`src/rtl/cam_tag_reader.sv`:
```
// CAM tag read-out engine: snapshots the match tags, walks the set rows in
// ascending order and streams (row, word) beats over a valid/ready handshake.
module cam_tag_reader #(
    parameter int WORD_SIZE  = 8,
    parameter int CELL_QUANT = 128,
    parameter int ADDR_W     = $clog2(CELL_QUANT)
) (
    input  logic                  clock,
    input  logic                  rst,
    input  logic                  start,
    input  logic                  abort,
    input  logic [CELL_QUANT-1:0] tags_in,
    output logic [ADDR_W-1:0]     cam_addr,
    input  logic [WORD_SIZE-1:0]  cam_doutb,
    output logic                  out_valid,
    input  logic                  out_ready,
    output logic [ADDR_W-1:0]     out_addr,
    output logic [WORD_SIZE-1:0]  out_data,
    output logic                  out_last,
    output logic                  busy,
    output logic                  done,
    output logic [ADDR_W:0]       match_count
);

    typedef enum logic [2:0] {
        S_IDLE,
        S_SCAN,
        S_READ,
        S_OUT,
        S_DONE
    } state_t;

    state_t                state;
    state_t                state_next;
    logic [CELL_QUANT-1:0] pending;
    logic [ADDR_W-1:0]     idx;
    logic                  any;
    logic                  take;

    // Lowest set bit wins: scanning downwards lets each lower hit overwrite.
    always_comb begin
        // NOTE: every always_comb output gets a default first so no path infers a latch.
        idx = '0;
        for (int i = CELL_QUANT - 1; i >= 0; i--) begin
            if (pending[i]) idx = ADDR_W'(i);
        end
    end

    assign any = |pending;

    always_ff @(posedge clock) begin
        // NOTE: sequential state uses non-blocking assignments so every flop samples pre-edge values.
        if (!rst) state <= S_IDLE;
        else      state <= state_next;
    end

    always_comb begin
        state_next = state;
        if (abort) begin
            state_next = S_IDLE;
        end else begin
            case (state)
                S_IDLE:  if (start) state_next = S_SCAN;
                S_SCAN:  state_next = any ? S_READ : S_DONE;
                S_READ:  state_next = S_OUT;
                S_OUT:   if (take) state_next = out_last ? S_DONE : S_SCAN;
                S_DONE:  state_next = S_IDLE;
                default: state_next = S_IDLE;
            endcase
        end
    end

    always_comb begin
        busy = (state != S_IDLE);
        done = (state == S_DONE);
        take = (state == S_OUT) && out_valid && out_ready;
    end

    // Datapath: abort drops the beat in flight but keeps the delivered count.
    always_ff @(posedge clock) begin
        if (!rst) begin
            pending     <= '0;
            cam_addr    <= '0;
            out_valid   <= 1'b0;
            out_addr    <= '0;
            out_data    <= '0;
            out_last    <= 1'b0;
            match_count <= '0;
        end else if (abort) begin
            pending   <= '0;
            cam_addr  <= '0;
            out_valid <= 1'b0;
            out_addr  <= '0;
            out_data  <= '0;
            out_last  <= 1'b0;
        end else begin
            case (state)
                S_IDLE: begin
                    if (start) begin
                        pending     <= tags_in;
                        match_count <= '0;
                    end
                end
                S_SCAN: begin
                    if (any) begin
                        cam_addr     <= idx;
                        pending[idx] <= 1'b0;
                    end
                end
                S_READ: begin
                    out_data  <= cam_doutb;
                    out_addr  <= cam_addr;
                    out_last  <= (pending == '0);
                    out_valid <= 1'b1;
                end
                S_OUT: begin
                    if (take) begin
                        out_valid   <= 1'b0;
                        out_last    <= 1'b0;
                        match_count <= match_count + (ADDR_W + 1)'(1);
                    end
                end
                S_DONE: begin
                    cam_addr <= '0;
                    out_addr <= '0;
                    out_data <= '0;
                end
                default: ;
            endcase
        end
    end

endmodule
```
`config.mk`:
```
export PLATFORM = sky130hd
export DESIGN_NAME = cam_tag_reader
export DESIGN_NICKNAME = d
export VERILOG_FILES = /design/src/rtl/cam_tag_reader.sv
export SDC_FILE = /design/constraint.sdc
export NUM_CORES = 1
export LEC_CHECK = 0
export ABC_AREA = 1
export CAP_MARGIN = 10
export CELL_PAD_IN_SITES_DETAIL_PLACEMENT = 1
export CELL_PAD_IN_SITES_GLOBAL_PLACEMENT = 1
export CORE_ASPECT_RATIO = 1.25
export CORE_MARGIN = 2
export CORE_UTILIZATION = 37
export DETAILED_ROUTE_END_ITERATION = 10
export GPL_TIMING_DRIVEN = 0
export PLACE_DENSITY = 0.87
export SLEW_MARGIN = 5
export SYNTH_ARGS = -nofsm -noshare
export SYNTH_HDL_FRONTEND = slang
export SYNTH_SLANG_ARGS = --single-unit
export TNS_END_PERCENT = 30
```
`constraint.sdc`:
```
create_clock -name clock -period 7.6 [get_ports clock]
set_clock_uncertainty 0.2 [all_clocks]
set_input_delay 2.28 -clock clock [delete_from_list [all_inputs] [get_ports clock]]
set_output_delay 2.28 -clock clock [all_outputs]
set_load 0.1 [all_outputs]
```
Word level (Yosys, flattened, before mapping) --
Index checks and enable logic that the tools add are counted.
Word-level totals: register bits after elaboration 163, logic and storage cells 188
Cells by class: $add $sub $neg 1, order comparisons 2, eq/ne operators 7, mux-type cells 148, bitwise operators 4, reductions and logical operators 18
Operators by type and width (count):
- 7-bit 2-to-1 mux | 129
- 128-bit 2-to-1 mux | 2
- 128-bit case mux with 2 select lines | 1
- 128-bit bitwise AND | 1
- 128-bit logical NOT | 1
- 128-bit inverter | 1
- 128-bit OR reduction | 1
- 8-bit case mux with 2 select lines | 2
- 7-bit case mux with 2 select lines | 2
- 8-bit 2-to-1 mux | 2
- 3-bit 2-to-1 mux | 4
- 3-bit case mux with 4 select lines | 1
- 2-bit nonzero test | 5
- 8-bit by 1-bit adder with 8-bit output (second input constant) | 1
- 7-bit by 8-bit < comparator with 1-bit output (second input constant) | 1
- 1-bit demux with 7-bit select | 1
- 7-bit by 1-bit greater-or-equal comparator with 1-bit output (second input constant) | 1
- 3-bit by 2-bit equality test with 1-bit output (second input constant) | 2
- 2-bit != test (second input constant) | 3
- 2-bit AND reduction | 3
- 1-bit case mux with 2 select lines | 2
- 4-bit AND reduction | 1
- 3-bit by 1-bit equality test with 1-bit output (second input constant) | 1
- 3-bit equality test (second input constant) | 1
- 7 further kinds | 11

Depth between registers and ports, before layout --
Gate-level depths: netlist of run 1.
depth in word-level cells 136, gate-level depth with buffers 132

Worst setup path after synthesis of run 1 --
No wires, ideal clock.
path type flip-flop to flip-flop, start register pending[126], end register pending[124], setup time 0.119 ns, data arrival time 6.142 ns, setup slack 1.139 ns, stages on the path, launching flop included 133, path buffers 1, period minus slack after synthesis 6.461 ns, cell sequence dfxtp_1 -> inv_1 -> nand2_1 -> nand2_1 -> nand2_1 -> nand2_1 -> nand2_1 -> nand2_1 -> nand2_1 -> nand2_1 -> nand2_1 -> nand2_1 -> nand2_1 -> nand2_1 -> nand2_1 -> nand2_1 -> nand2_1 -> nand2_1 -> (+97 left out) -> nand2_1 -> nand2_1 -> nand2_1 -> nand2_1 -> nand2_1 -> nand2_1 -> nand2_1 -> nand2_1 -> nand2_1 -> nand2_1 -> nand2_1 -> nand2_1 -> nand2_2 -> nand2_2 -> buf_4 -> nand3_1 -> nand2_1 -> a21oi_1
On the way: longest elaborated chain between the ends 135
Ends and longest elaborated chain:
- start: declaration | line 35 | logic [CELL_QUANT-1:0] pending;
- start signal: assignment | line 100 | pending <= tags_in;
- 7-bit 2-to-1 mux (127 in a row) | line 45 | if (pending[i]) idx = ADDR_W'(i);
- 7-bit by 8-bit < comparator with 1-bit output (not written as such) or 7-bit by 1-bit greater-or-equal comparator with 1-bit output (tied branches) | line 107 | pending[idx] <= 1'b0;
- 1-bit logical AND (not written as such) | line 107
- 1-bit 2-to-1 mux (not written as such) | line 107
- 1-bit demux with 7-bit select | line 107
- 128-bit inverter (no source line)
- 128-bit bitwise AND (no source line)
- 128-bit 2-to-1 mux | line 105 | if (any) begin
- 128-bit case mux with 2 select lines | line 97 | case (state)
Several ways; a longest one is shown, not always the timed one. The select of a mux whose other input is x is not followed. A chain may end at the register's enable or synchronous reset.

Worst setup path after layout of run 1 --
start register pending[126], end register pending[51]
Same word-level chain as after synthesis.

==> metrics.txt, run 1 <==
Layout area overhead 32.8%; CTS tree done; FF+latch area 0.00327 sq mm; CP bufs+invs 3; root buffer cell clkbuf_16; site row count 67; Pre-antenna DRT Iters 5; CTS Hold Bufs 0; CP required about 7.7 ns; CTS Buf Count 17; layout cell share with drive strength beyond 1 0.0666; Setup TNS -50.43 ns; final setup fails 128; H-tree depth 4; Die Span X about 150 microns; Worst Path Arrival slightly above 8 ns; worst hold path type flip-flop to flip-flop; vias 12.4k; CP Launch Point pending[126]; Seq/Total Area, Yosys 0.326; RSZ-0062 raised after global routing true; critical path launch point type flip-flop; initial core utilization 0.375; Syn Nets between 1.5k and 2k; Crit path top cell by count nand2_1; placed cell areas 0.0122 sq mm; Clock Latency Late Sink roughly 0.46 ns; Pleak 4.83 nW; clock buffer depth 2; crit share post-route 1.06; Crit path max-delay family simple AND/OR/NAND/NOR gates; synthesized area around 0.01 sq mm; post-route ant nets 0; Total GRT Usage 0.283; DRT Wirelength around 41 mm; cell area after layout 0.0133 sq mm; final setup margin -0.493 ns; largest net degree at the start of global routing 17; Final Hold Vio Count 0; die area between 0.02 and 0.03 sq mm; Port Buffer Count 174; Tot Pwr 2.76 mW; Fill cells 3,636; Reg clk slew, reported paths 0.07 ns; peak per-stage delay on the critical path 0.33 ns; max-slew violation count 0; pwr/cell area about 210 mW/mm^2; worst hold path depth 2; kind of critical path flip-flop to flip-flop; wire per inst 18.3 microns; TritonCTS Sinks about 160; Syn Area/Cell 5.88 sq um; Min-Delay Startpoint out_data[1]; vias in the first global route 12.7k; hpwl dp 29.2 mm; synthesized instance count 1,704; minimum clock period 8.09 ns; commonest non-fill, non-tap cell in the layout nand2_1; initial drt markers 664; most frequent cells in the layout nand2_1, a21oi_1, nor2_1, clkdlybuf4s50_1, inv_1; detailed-route DRC error count 0; Routability Congestion 0.876; warnings from Yosys 0; Register-to-Register Path Depth between 100 and 150; Seq cells post-synth 163; CP Depth 132; first-pass GRT wire length 63.7 mm; # nets final 2,051; status finished, violations left; number of max-cap violations 0; via density per instance approximately 5.4; Worst R2R Start pending[126]; dpl ws -0.429 ns; Ports 175; area occupied by multi-input gates a little under 0.006 sq mm; crit-path max FO 10; Ant. Diodes 0; Netlist cell types 30; Worst-Margin Slew 1.12 ns; Max IR drop VDD ~0.14 mV; slowest stage cell, crit path dfxtp_2; initial antenna violation count 0; grt ovf 0; failing checks setup timing; core area 0.0267 sq mm; fmax 0.124 GHz; Die H 188 microns; Max transition margin 0.254; CP endpoint kind flip-flop
-- registers in the layout (all words and copies together), names as in the netlist --
| signal | flops |
|---|---|
| match_count | 8 |
| out_data | 8 |
| pending | 128 |
| out_addr | 7 |
| out_last | 1 |
| out_valid | 1 |
| cam_addr | 7 |
| state | 3 |
-- cell usage after synthesis (all sizes together) --
library cell,n,share of area
a211oi,1,0.00075
a21oi,290,0.14
a311oi,1,0.00087
a31oi,2,0.0012
and3,1,0.00062
buf,17,0.013
clkbuf,90,0.034
clkinv,1,0.00037
dfxtp,163,0.33
ha,1,0.0012
inv,167,0.063
nand2,404,0.15
nand3,83,0.041
nand4,65,0.041
nor2,248,0.093
nor3,15,0.0075
nor3b,1,0.00075
nor4,4,0.0025
o21a,1,0.00075
o21ai,140,0.070
o21bai,2,0.0015
o31ai,3,0.0022
or2,3,0.0019
xor2,1,0.00087
-- path summary, 6_finish.rpt --
| kind | slack [ns] | end |
|---|---|---|
| worst max-delay path | -0.49 | pending[51] |
| worst min register to register | 0.27 | out_data[1] |
| worst max register to register | -0.49 | pending[51] |
| worst min-delay path | 0.27 | out_data[1] |
-- stage by stage --
step                std cells   util  hold WS (ns)
detailed placement       2223  0.456         0.257
CTS                      2261  0.485         0.269
finish                   2267  0.497         0.268
global route             2267  0.497         0.290
floorplan                1704      -         0.304
global placement         2223  0.456         0.248
-- worst register-to-register path, delay by kind of cell, from the launching register on --
kind	cells	cell delay [ns]
and+or+nand+nor	128	6.99
buffers and inverters	3	0.39
AOI/OAI and AO/OA	1	0.08
DFF	1	0.33
-- layer usage --
layer,wire [microns],GRT usage
met5,0,0
met2,20900,0.501
met4,1590,0.125
met3,2170,0.0445
met1,16700,0.334
-- logic make-up (layout without fill, tap and decap cells) --
logic type | Yosys count | count (layout) | share of synthesized area
AO/OA/AOI/OAI | 440 | 440 | 0.222
XOR/XNOR | 1 | 1 | 0.000874
adder cells (fa/ha/maj) | 1 | 1 | 0.00125
buffers and inverters | 275 | 493 | 0.110
flip-flops | 163 | 163 | 0.326
AND/OR/NAND/NOR | 824 | 824 | 0.340
-- power by group --
group / leakage, nW / switching [mW] / internal (mW)
registers: 1.33 / 0.0337 / 0.897
clock network: 0.269 / 0.407 / 0.463
logic: 3.23 / 0.624 / 0.337
total: 4.83 / 1.06 / 1.70
-- cell type report --
cell class / count / share of cell area
multi-input combinational: 1266 / 0.444
clock inverter: 14 / 0.00988
timing repair buffer: 186 / 0.146
tap: 345 / 0.0324
buffer: 107 / 0.0410
inverter: 168 / 0.0474
clock buffer: 18 / 0.0330
sequential: 163 / 0.246
-- repair_timing --
item                                    4_1_cts  5_1_grt
gates resized for setup                      32       59
pin swaps                                     8       18
gates cloned                                  2        4
endpoints found under the setup margin      128      128
setup buffers                                 4        2
Power figures use the tool's default switching activity.
==> inputs of run 2 (changes only) <==
--- a/config.mk
+++ b/config.mk
@@ -11,10 +11,10 @@
 export CELL_PAD_IN_SITES_GLOBAL_PLACEMENT = 1
 export CORE_ASPECT_RATIO = 1.25
 export CORE_MARGIN = 2
-export CORE_UTILIZATION = 37
+export CORE_UTILIZATION = 33
 export DETAILED_ROUTE_END_ITERATION = 10
 export GPL_TIMING_DRIVEN = 0
-export PLACE_DENSITY = 0.87
+export PLACE_DENSITY = 0.82
 export SLEW_MARGIN = 5
 export SYNTH_ARGS = -nofsm -noshare
 export SYNTH_HDL_FRONTEND = slang
==> constraint.sdc (replaced) <==
create_clock -name clock -period 7.3 [get_ports clock]
set_clock_uncertainty 0.2 [all_clocks]
set_input_delay 2.19 -clock clock [delete_from_list [all_inputs] [get_ports clock]]
set_output_delay 2.19 -clock clock [all_outputs]
set_load 0.1 [all_outputs]
==> run 2 against run 1 <==
  * The run still ends with setup timing left
  * Maximum frequency grew 0.16%
  * Die area increased by 12%
  * Power rose by 3.7%
  * Final area is 1.5% lower
  * Critical path type unchanged
  * Largest power group is now sequential cells
==> metrics.txt, run 2 (synthesis results as in run 1) <==
CP Launch Point pending[126]; pwr/cell area about 220 mW/mm^2; initial antenna violation count 0; CTS tree done; Max transition margin 0.275; CP required 7.44 ns; number of max-cap violations 0; max-slew violation count 0; first-pass GRT wire length between 60 and 70 mm; placed cell areas around 0.012 sq mm; top flop regs pending (128), match_count (8), out_data (8); Sw Pwr ~1.1 mW; critical path launch point type flip-flop; layout cell share with drive strength beyond 1 0.0422; dpl cells 2,279; Setup TNS -87.15 ns; DRT Wirelength 41.2 mm; Reg clk slew, reported paths 0.07 ns; Die Span X around 160 microns; # nets final between 2k and 2.5k; Clock power frac 0.333; Pre-antenna DRT Iters 6; grt ovf 0; Tot Pwr about 2.9 mW; post-route ant nets 0; slowest stage cell, crit path dfxtp_2; sequential power share 0.338; failing checks setup timing; die area approximately 0.032 sq mm; vias in the first global route 12.7k; dpl ws -0.775 ns; Max IR drop VDD ~0.14 mV; final setup fails around 130; max reg flops 128; vias approximately 12k; CTS Buf Count 17; status finished, violations left; Routability Congestion 0.900; FF+latch area 0.00327 sq mm; cell area after layout 0.0131 sq mm; kind of critical path flip-flop to flip-flop; Worst-Margin Slew between 1 and 1.5 ns; Cell Count, Final, Fillers Out 2,320; minimum clock period 8.08 ns; fmax 0.124 GHz; Total GRT Usage 0.254; root buffer cell clkbuf_16; Pleak 4.79 nW; Fill cells 4,129; Ant. Diodes 0; detailed-route DRC error count 0; most frequent cells in the layout nand2_1, a21oi_1, nor2_1, clkdlybuf4s50_1, inv_1; peak per-stage delay on the critical path around 0.33 ns; final setup margin -0.781 ns; area occupied by multi-input gates around 0.0057 sq mm; Ports 175; Clock Latency Late Sink 0.45 ns; initial core utilization 0.334; Worst R2R Start pending[126]; register with the highest flop count pending; sw frac 0.385; H-tree depth 4; crit-path max FO 10; Die H 199 microns; Layout area overhead 30.7%; Internal Pwr Total 1.76 mW; wire per inst 17.8 microns; CP endpoint kind flip-flop; worst hold path type flip-flop to flip-flop; Min-Delay Startpoint out_data[4]; RSZ-0062 raised after global routing true; Crit path top cell by count nand2_1; site row count 71; commonest non-fill, non-tap cell in the layout nand2_1; crit share post-route 1.11; Port Buffer Count 174; initial drt markers 663; Final Hold Vio Count 0; core area about 0.030 sq mm; CTS Hold Bufs 0; via density per instance around 5.3; TritonCTS Sinks 163; Worst Path Arrival 8.22 ns; clock buffer depth 2; combinational power share 0.329; largest net degree at the start of global routing 17; hpwl dp between 30 and 40 mm
[run 2: per-stage QoR]
step,util,hold slack (ns)
6_report,0.436,0.265
5_1_grt,0.436,0.294
2_1_floorplan,-,0.304
4_1_cts,0.432,0.269
3_3_place_gp,0.408,0.248
3_5_place_dp,0.408,0.253
[run 2: power groups by stage]
stage	clock (mW)	combinational (mW)	sequential, mW
2_1_floorplan	0	0.512	0.990
3_3_place_gp	0	0.842	0.984
3_5_place_dp	0	0.857	0.986
4_1_cts	0.964	0.897	0.967
5_1_grt	0.995	1.02	0.974
6_report	0.954	0.940	0.968
[run 2: layer usage]
metal / global-route usage / share of wire
met4: 0.111 / 0.038
met5: 0 / 0
met1: 0.297 / 0.42
met3: 0.0315 / 0.040
met2: 0.466 / 0.50
[run 2: final timing paths]
path	endpoint	slack, ns	depth (start not counted)
worst max-delay path	pending[101]	-0.78	132
worst min-delay path	out_data[4]	0.27	2
worst max register to register	pending[101]	-0.78	132
worst min register to register	out_data[4]	0.27	2
[run 2: layout make-up]
type,count,share of cell area
flip-flops and latches,163,0.249
clock inverters,15,0.0132
inverters,168,0.0481
plain buffers,107,0.0402
well taps,401,0.0383
repair buffers,183,0.140
clock buffers,17,0.0325
multi-input cells,1266,0.438
[run 2: worst max-delay path: cells and delay by family, from the launching register on]
family,cells,cell delay (ns)
flip-flops,1,0.33
buffers and inverters,3,0.34
AO/OA/AOI/OAI,1,0.06
AND/OR/NAND/NOR,128,7.06
[run 2: timing repair]
item	4_1_cts	5_1_grt
pin swaps	5	9
buffers inserted	4	4
cloned	0	1
gates resized for setup	27	18
setup endpoints to repair	128	128
